`src/rtl/ppi_pkg.sv`:
```
// Shared encodings for the strobed parallel peripheral interface: config fields, status layout, register map.
// Latency: none (constants only). Backpressure: not applicable.
// Build option PPI_INTR_EN enables the interrupt path in the port channels.
package ppi_pkg;

    typedef enum logic {
        MODE_SIMPLE  = 1'b0,
        MODE_STROBED = 1'b1
    } ppi_mode_e;

    typedef enum logic {
        DIR_IN  = 1'b0,
        DIR_OUT = 1'b1
    } ppi_dir_e;

    // Control word field positions
    localparam int CTL_DIR      = 0;
    localparam int CTL_MODE     = 1;
    localparam int CTL_INTE     = 2;
    localparam int CTL_CFG_W    = 3;
    localparam int CTL_PSEL_LSB = 4;

    // Status word: one 3-bit group per port
    localparam int STS_BF   = 0;
    localparam int STS_INTR = 1;
    localparam int STS_OVR  = 2;
    localparam int STS_BITS = 3;

    // Register addresses above the port data registers
    localparam int ADDR_OFS_STATUS  = 0;
    localparam int ADDR_OFS_CONTROL = 1;

endpackage

```
`src/rtl/ppi_port_channel.sv`:
```
// One PPI port: config, in/out buffers, stb/ack edge detect, ibf/obf/overrun/interrupt flags.
// Latency: flags and buffers update on the edge after the access or strobe. Backpressure: none; overrun flags lost strobes.
// PPI_INTR_EN builds inte/intr_flag; otherwise intr is tied low.
module ppi_port_channel
    import ppi_pkg::*;
#(
    parameter int DATA_W = 8
) (
    input  logic                 clk,
    input  logic                 reset,
    input  logic                 cfg_wr,
    input  logic [CTL_CFG_W-1:0] cfg_dat,
    input  logic                 data_wr,
    input  logic                 data_rd,
    input  logic                 ovr_clr,
    input  logic [DATA_W-1:0]    wdata,
    input  logic [DATA_W-1:0]    pin_dat,
    input  logic                 stb,
    input  logic                 ack,
    output logic [DATA_W-1:0]    rd_dat,
    output logic [DATA_W-1:0]    port_out,
    output logic                 port_oe,
    output logic                 ibf,
    output logic                 obf,
    output logic                 intr,
    output logic                 overrun
);

    ppi_mode_e          mode;
    ppi_dir_e           dir;
    logic [DATA_W-1:0]  in_reg;
    logic [DATA_W-1:0]  out_reg;
    logic               stb_q;
    logic               ack_q;

    logic strobed_in;
    logic strobed_out;
    logic stb_rise;
    logic ack_rise;
    logic ibf_set;
    logic ovr_set;

    assign strobed_in  = (mode == MODE_STROBED) && (dir == DIR_IN);
    assign strobed_out = (mode == MODE_STROBED) && (dir == DIR_OUT);
    assign stb_rise    = stb & ~stb_q;
    assign ack_rise    = ack & ~ack_q;

    // A read on the same edge frees the buffer, so the new strobe is accepted, not an overrun
    assign ibf_set = strobed_in & stb_rise & (~ibf | data_rd);
    assign ovr_set = strobed_in & stb_rise & ibf & ~data_rd;

    always_ff @(posedge clk) begin
        if (reset) begin
            mode    <= MODE_SIMPLE;
            dir     <= DIR_IN;
            in_reg  <= '0;
            out_reg <= '0;
            ibf     <= 1'b0;
            obf     <= 1'b0;
            overrun <= 1'b0;
            stb_q   <= 1'b0;
            ack_q   <= 1'b0;
        end else begin
            stb_q <= stb;
            ack_q <= ack;
            if (cfg_wr) begin
                mode    <= ppi_mode_e'(cfg_dat[CTL_MODE]);
                dir     <= ppi_dir_e'(cfg_dat[CTL_DIR]);
                in_reg  <= '0;
                out_reg <= '0;
                ibf     <= 1'b0;
                obf     <= 1'b0;
                overrun <= 1'b0;
            end else begin
                if (dir == DIR_IN && (mode == MODE_SIMPLE || ibf_set)) begin
                    in_reg <= pin_dat;
                end

                if (ibf_set) begin
                    ibf <= 1'b1;
                end else if (data_rd) begin
                    ibf <= 1'b0;
                end

                if (ovr_set) begin
                    overrun <= 1'b1;
                end else if (ovr_clr) begin
                    overrun <= 1'b0;
                end

                if (data_wr && dir == DIR_OUT) begin
                    out_reg <= wdata;
                    if (strobed_out) begin
                        obf <= 1'b1;
                    end
                end else if (strobed_out && ack_rise) begin
                    obf <= 1'b0;
                end
            end
        end
    end

`ifdef PPI_INTR_EN
    logic inte;
    logic intr_flag;

    always_ff @(posedge clk) begin
        if (reset) begin
            inte      <= 1'b0;
            intr_flag <= 1'b0;
        end else if (cfg_wr) begin
            inte      <= cfg_dat[CTL_INTE];
            intr_flag <= 1'b0;
        end else if (strobed_out && data_wr) begin
            intr_flag <= 1'b0;
        end else if (strobed_out && ack_rise) begin
            intr_flag <= 1'b1;
        end
    end

    // ibf only ever sets in strobed input, intr_flag only in strobed output
    assign intr = inte & (ibf | intr_flag);
`else
    logic unused_inte;
    assign unused_inte = cfg_dat[CTL_INTE];
    assign intr        = 1'b0;
`endif

    assign rd_dat   = (dir == DIR_OUT) ? out_reg : in_reg;
    assign port_oe  = (dir == DIR_OUT);
    assign port_out = (dir == DIR_OUT) ? out_reg : '0;

endmodule

```
`src/rtl/ppi_strobed_param.sv`:
```
// Parametrised strobed PPI: register bus decode, NUM_PORTS port channels, status mux, registered rdata.
// Latency: reads 1 cycle, writes visible after the access edge. Backpressure: none, one access per cycle.
// PPI_INTR_EN enables per-port interrupts; undefined ties intr and status intr bits to 0.
module ppi_strobed_param
    import ppi_pkg::*;
#(
    parameter int DATA_W    = 8,
    parameter int NUM_PORTS = 2,
    parameter int ADDR_W    = 2
) (
    input  logic                        clk,
    input  logic                        reset,
    input  logic                        cs,
    input  logic                        wr,
    input  logic                        rd,
    input  logic [ADDR_W-1:0]           addr,
    input  logic [DATA_W-1:0]           wdata,
    output logic [DATA_W-1:0]           rdata,
    input  logic [NUM_PORTS*DATA_W-1:0] port_in,
    output logic [NUM_PORTS*DATA_W-1:0] port_out,
    output logic [NUM_PORTS-1:0]        port_oe,
    input  logic [NUM_PORTS-1:0]        stb,
    input  logic [NUM_PORTS-1:0]        ack,
    output logic [NUM_PORTS-1:0]        ibf,
    output logic [NUM_PORTS-1:0]        obf,
    output logic [NUM_PORTS-1:0]        intr
);

    localparam int                PSEL_W       = DATA_W - CTL_PSEL_LSB;
    localparam logic [ADDR_W-1:0] ADDR_STATUS  = ADDR_W'(NUM_PORTS + ADDR_OFS_STATUS);
    localparam logic [ADDR_W-1:0] ADDR_CONTROL = ADDR_W'(NUM_PORTS + ADDR_OFS_CONTROL);

    logic              wr_acc;
    logic              rd_acc;
    logic              ctl_wr;
    logic              sts_rd;
    logic [PSEL_W-1:0] psel;
    logic [DATA_W-1:0] chan_rd_dat [NUM_PORTS];
    logic [NUM_PORTS-1:0] overrun;
    logic [DATA_W-1:0] sts_dat;
    logic [DATA_W-1:0] rd_mux;

    // Simultaneous wr and rd is not a legal access
    assign wr_acc = cs & wr & ~rd;
    assign rd_acc = cs & rd & ~wr;
    assign ctl_wr = wr_acc & (addr == ADDR_CONTROL);
    assign sts_rd = rd_acc & (addr == ADDR_STATUS);
    assign psel   = wdata[DATA_W-1:CTL_PSEL_LSB];

    for (genvar i = 0; i < NUM_PORTS; i++) begin : g_port
        localparam logic [ADDR_W-1:0] PORT_ADDR = ADDR_W'(i);

        ppi_port_channel #(
            .DATA_W (DATA_W)
        ) u_chan (
            .clk      (clk),
            .reset    (reset),
            .cfg_wr   (ctl_wr && (psel == PSEL_W'(i))),
            .cfg_dat  (wdata[CTL_CFG_W-1:0]),
            .data_wr  (wr_acc && (addr == PORT_ADDR)),
            .data_rd  (rd_acc && (addr == PORT_ADDR)),
            .ovr_clr  (sts_rd),
            .wdata    (wdata),
            .pin_dat  (port_in[i*DATA_W +: DATA_W]),
            .stb      (stb[i]),
            .ack      (ack[i]),
            .rd_dat   (chan_rd_dat[i]),
            .port_out (port_out[i*DATA_W +: DATA_W]),
            .port_oe  (port_oe[i]),
            .ibf      (ibf[i]),
            .obf      (obf[i]),
            .intr     (intr[i]),
            .overrun  (overrun[i])
        );
    end

    always_comb begin
        sts_dat = '0;
        for (int i = 0; i < NUM_PORTS; i++) begin
            sts_dat[STS_BITS*i + STS_BF]   = ibf[i] | obf[i];
            sts_dat[STS_BITS*i + STS_INTR] = intr[i];
            sts_dat[STS_BITS*i + STS_OVR]  = overrun[i];
        end
    end

    // Control and unmapped addresses fall through to 0
    always_comb begin
        rd_mux = '0;
        for (int i = 0; i < NUM_PORTS; i++) begin
            if (addr == ADDR_W'(i)) begin
                rd_mux = chan_rd_dat[i];
            end
        end
        if (addr == ADDR_STATUS) begin
            rd_mux = sts_dat;
        end
    end

    always_ff @(posedge clk) begin
        if (reset) begin
            rdata <= '0;
        end else if (rd_acc) begin
            rdata <= rd_mux;
        end
    end

endmodule

```
`config.mk`:
```
export PLATFORM = sky130hd
export DESIGN_NAME = ppi_strobed_param
export DESIGN_NICKNAME = d
export VERILOG_FILES = /design/src/rtl/ppi_pkg.sv /design/src/rtl/ppi_port_channel.sv /design/src/rtl/ppi_strobed_param.sv
export SDC_FILE = /design/constraint.sdc
export NUM_CORES = 1
export LEC_CHECK = 0
export CORE_UTILIZATION = 51
export CTS_CLUSTER_DIAMETER = 40
export DETAILED_ROUTE_END_ITERATION = 8
export HOLD_SLACK_MARGIN = 0.05
export PLACE_DENSITY = 0.82
export SLEW_MARGIN = 20
export SYNTH_ARGS = -nofsm -noshare
export SYNTH_HDL_FRONTEND = slang
export SYNTH_HIERARCHICAL = 1
export SYNTH_SLANG_ARGS = --single-unit
```
`constraint.sdc`:
```
create_clock -name clk -period 2.05 [get_ports clk]
set_input_delay 0.205 -clock clk [delete_from_list [all_inputs] [get_ports clk]]
set_output_delay 0.205 -clock clk [all_outputs]
set_load 0.02 [all_outputs]
```
Word-level counts from Yosys, hierarchy flattened

Cells that the tools add are included.

Register bits after elaboration: 54
Input bits: 35
Output and inout bits: 32
Logic and storage cells: 111

Equal/unequal tests: 6
Mux-type cells: 20
Bitwise logic cells: 36
Reductions and logical operators: 30

Operator list:

| operator                                            | count |
|---|---|
| two-way mux 8 bit                                   | 7 |
| AND 1 bit                                           | 18 |
| logical AND 1 bit                                   | 16 |
| NOT 1 bit                                           | 14 |
| two-way mux 1 bit                                   | 13 |
| nonzero test 2 bit                                  | 6 |
| equality test 2 bit, second input constant          | 2 |
| equality test 4 x 1 -> 1 bit, second input constant | 1 |
| zero test 4 bit                                     | 1 |
| != test 2 x 1 -> 1 bit, second input constant       | 2 |
| OR 1 bit                                            | 4 |
| AND reduction 2 bit                                 | 2 |
| OR reduction 2 bit                                  | 2 |
| equality test 2 x 1 -> 1 bit, second input constant | 1 |
| zero test 2 bit                                     | 1 |
| logical OR 1 bit                                    | 2 |

Logic depth before layout (Yosys ltp)

Gate-level depths: netlist of run 1.

Depth after elaboration: 7
Depth in mapped cells: 9
Gate-level depth less buffers: 6

Cells and area by module

The synthesis of run 1 kept the hierarchy.

Modules (own cells, without submodules):

| module            | instances | cells each | area each (um2) |
|---|---|---|---|
| ppi_port_channel  | 2         | 143        | 1277.5 |
| ppi_strobed_param | 1         | 62         | 553.0 |

Least setup slack after synthesis of run 1

Ideal clock, no wire load.

Path kind: in2reg
Start: in addr[0]
End: reg g_port[0].u_chan.in_reg[6]
Arrival: 1588 ps
Required time: 1923 ps
Path slack: 336 ps
Cell stages on the path: 9
Cell sequence: buf_6 buf_12 nand3b_4 or4_4 nor2_1 nor2_1 buf_2 a32oi_1 nand3_1

Word-level cells in the longest chain between the ends: 6

Ends and longest elaborated chain:

| element              | RTL line                | RTL |
|---|---|---|
| start, declared      | ppi_strobed_param.sv:16 | `input logic [ADDR_W-1:0] addr,` |
| zero test 2 bit      | ppi_strobed_param.sv:61 | `.data_rd (rd_acc && (addr == PORT_ADDR)),` |
| logical AND 1 bit    | ppi_strobed_param.sv:61 |  |
| OR 1 bit             | ppi_port_channel.sv:49  | `assign ibf_set = strobed_in & stb_rise & (~ibf \| data_rd);` |
| AND 1 bit            | ppi_port_channel.sv:49  |  |
| logical OR 1 bit     | ppi_port_channel.sv:75  | `if (dir == DIR_IN && (mode == MODE_SIMPLE \|\| ibf_set)) begin` |
| logical AND 1 bit    | ppi_port_channel.sv:75  |  |
| end signal, assigned | ppi_port_channel.sv:76  | `in_reg <= pin_dat;` |
| end, declared        | ppi_port_channel.sv:31  | `logic [DATA_W-1:0] in_reg;` |

Parallel ways exist; a longest one is shown, timed or not.
A chain may end at the register's enable or synchronous reset.

Worst setup path in the final report of run 1

Start: in rd
End: reg g_port[0].u_chan.in_reg[2]

Word-level cells in the longest chain between the ends: 7

Ends and longest elaborated chain:

| element                | RTL line                | RTL |
|---|---|---|
| start, declared        | ppi_strobed_param.sv:15 | `input logic rd,` |
| AND 1 bit (2 in a row) | ppi_strobed_param.sv:45 | `assign rd_acc = cs & rd & ~wr;` |
| logical AND 1 bit      | ppi_strobed_param.sv:61 |  |
| OR 1 bit               | ppi_port_channel.sv:49  |  |
| AND 1 bit              | ppi_port_channel.sv:49  |  |
| logical OR 1 bit       | ppi_port_channel.sv:75  |  |
| logical AND 1 bit      | ppi_port_channel.sv:75  |  |

Parallel ways exist; a longest one is shown, timed or not.

==> results of run 1 <==
[worst max-delay path: cells and delay by family]
family / cells / cell delay [ps]
simple gates: 5 / 1160
compound gates: 1 / 170
buf+inv: 2 / 640
[cells in the mapped netlist (all sizes together) (2+ instances only)]
cell type / instances
buf: 28
or3: 4
a32oi: 16
a311oi: 2
mux2i: 12
nand2b: 6
o21ai: 2
nand2: 20
nor2: 18
nor2b: 9
o2111ai: 16
a2bb2oi: 6
clkbuf: 11
dfxtp: 54
nand3: 48
a21oi: 22
nand4b: 2
a211oi: 4
nor3: 2
and2: 17
or2: 4
mux2: 16
bufinv: 2
nor4b: 16
or4: 3
nand3b: 3
conb: 2
[cell families (layout without fill, tap and decap cells)]
| kind of cell | count (synthesis) | in the layout | synth area share (%) |
|---|---|---|---|
| DFF | 54 | 54 | 34.8 |
| and+or+nand+nor | 154 | 154 | 30.6 |
| AOI/OAI and AO/OA | 68 | 68 | 16.3 |
| buffers and inverters | 42 | 97 | 8.37 |
| other | 2 | 2 | 0.242 |
| muxes | 28 | 28 | 9.66 |
[through the flow]
step                      instances  worst slack [ps]  hold slack [ps]
after floorplan                 348               336              333
after global placement          470              -157              450
after detailed placement        470              -248              459
after CTS                       478              65.7              471
after global routing            478              23.2              486
final                           478              69.6              472
[where the power goes]
| part | switching, mW | total, mW | leakage, nW | internal (mW) |
|---|---|---|---|---|
| Sequential | 0.0238 | 1.11 | 0.442 | 1.08 |
| Clock | 0.351 | 0.624 | 0.0482 | 0.274 |
| Combinational | 0.144 | 0.308 | 0.883 | 0.163 |
| Total | 0.519 | 2.04 | 1.37 | 1.52 |
[layer usage]
| metal | GRT usage, % | vias up |
|---|---|---|
| li1 | - | 1398 |
| met5 | 0 | - |
| met2 | 42.4 | 116 |
| met4 | 7.32 | 0 |
| met1 | 33.1 | 1350 |
| met3 | 5.45 | 13 |
[area by class of cell]
class                      instances  area (um2)
fill                             465        1970
clock buffer                       7        86.3
clock inverter                     1        5.00
timing repair buffer              86         835
multi-input combinational        252        1780
sequential                        54        1080
inverter                           3        38.8
tap                               75        93.8
[path summary, 6_finish.rpt]
| path | end | slack (ps) |
|---|---|---|
| worst max-delay path | g_port[0].u_chan/in_reg[2] | 70 |
| worst max register to register | rdata[1] | 460 |
| worst min-delay path | g_port[1].u_chan/out_reg[4] | 470 |
| worst min register to register | g_port[1].u_chan/out_reg[4] | 470 |
==> summary.txt, run 1 <==
Min path
  – Worst Hold Launch: g_port[1].u_chan/out_reg[4]
  – Hold Crit Depth: 2
  – Hold crit path type: register to register

STA
  – Worst Skew: 8.54 ps
  – Min Tclk post-route: 1980 ps
  – Final Setup Violations: 0
  – Worst-Margin Slew: 611 ps
  – Setup TNS: 0 ps
  – Worst relative slew slack: 59.2%
  – Period Utilization, post-route: 96.6%
  – Final Hold Violating Endpoints: 0
  – Top achievable clock speed: 505 MHz
  – RSZ-0062 raised after global routing: no
  – Max Slew Vio Count: 0

Worst setup path
  – R2r startpoint: g_port[1].u_chan/port_oe
  – R2R depth: 5
  – Critical Path Max Stage Delay: 520 ps
  – CP Cell Sequence: clkdlybuf4s50_1, nand3b_1, or4_4, nor2_1, buf_6, nor4b_1, a32oi_1, nand3_1
  – WP data arrival: 2180 ps
  – Slowest-stage cell, CP: or4_4
  – Worst Path Max Fanout: 11
  – Critical path required time: 2250 ps
  – Critical Path Start: rd
  – CP endpoint kind: register
  – CP Launch Type: input pin
  – Kind of critical path: input pin to register

Logic synthesis
  – Number of synthesized flops with an enable pin: 0
  – Yosys top cell by area: dfxtp_1
  – Number of distinct library cells after synthesis: 41
  – Synth top area cells: dfxtp_1, nand3_1, mux2_2
  – Post-Syn Instances: 348
  – Area share of the largest cell type after synthesis: 34.8%
  – Async set or reset register ratio after synthesis: 0%
  – Synthesized Nets: 383
  – Sequential fraction of the synthesis area: 34.8%
  – Top FF cell, synth: dfxtp_1
  – Synthesized area: 3110 um2
  – Synthesized flop and latch total: 54
  – Yosys warns: 6
  – Syn_area_per_cell: 8.93 um2

CTS
  – PostCTS Resize Cnt: 0
  – Sink Count: 54
  – Worst-Skew Late Latency: 310 ps
  – Cts hold-fix bufs: 0
  – Clock transition at path regs: 100 ps
  – Post-CTS setup buffers: 0
  – CTS max path bufs: 2
  – CTS HTree Levels: 2
  – Total CTS buffers: 5
  – CTS root buf: clkbuf_8
  – CTS tree: done

Route
  – M1 WL: 3380 um
  – WL met3: 598 um
  – DR iter-0 viols: 258
  – Antenna-violating nets left: 0
  – Top Metal Used: met4
  – Residual DRC count: 0
  – Via/cell ratio: 6.02
  – DR WL/cell: 16.3 um
  – Routed via count: 2877
  – DR WL met2: 3700 um
  – Pre-antenna DRT Iters: 4
  – Drt total wl: 7810 um

Die
  – Initial Util: 52.8%
  – Top-Level Pins: 67
  – Die area: 6410 um2
  – Core area: 5890 um2
  – Die height: 80.1 um
  – Row Count: 28
  – Die X: 80.1 um

Final layout
  – Share of cells above drive strength 1: 17.1%
  – Most frequent cells in the layout: clkdlybuf4s50_1, dfxtp_1, nand3_1
  – Most common cell after layout, fill and taps aside: clkdlybuf4s50_1
  – Fin util: 66.5%
  – Post-route cell area: 3920 um2
  – Synth-to-Final Area Change: 26.0%
  – Final #Nets: 437
  – Antenna diode count: 0

Outcome
  – Status: completed

Power
  – VDD IR max: 0.291 mV
  – Pwr dens: 521 nW/um2
  – Pleak: 1.37 nW
  – Pwr Total: 2.04 mW

Global route
  – GRT Overall Usage: 25.5%
  – Initial antenna violation count: 0
  – GRT Residual Overflow: 0
  – First-pass GRT wire length: 12700 um
  – Vias in the first global route: 2652
  – Largest net degree at the start of global routing: 39

Placement
  – Placer Congestion: 0.858
  – DP Area: 3810 um2
  – Number of port buffers: 64
  – Hpwl dp: 5670 um

Job
  – Max cap viols: 0
(Power assumes the default switching activity.)
==> run 2: changes to the inputs <==
- GPL_ROUTABILITY_DRIVEN: default -> 0
==> results of run 2 <==
No change in the layout: final DEF, timing and power equal those of run 1.
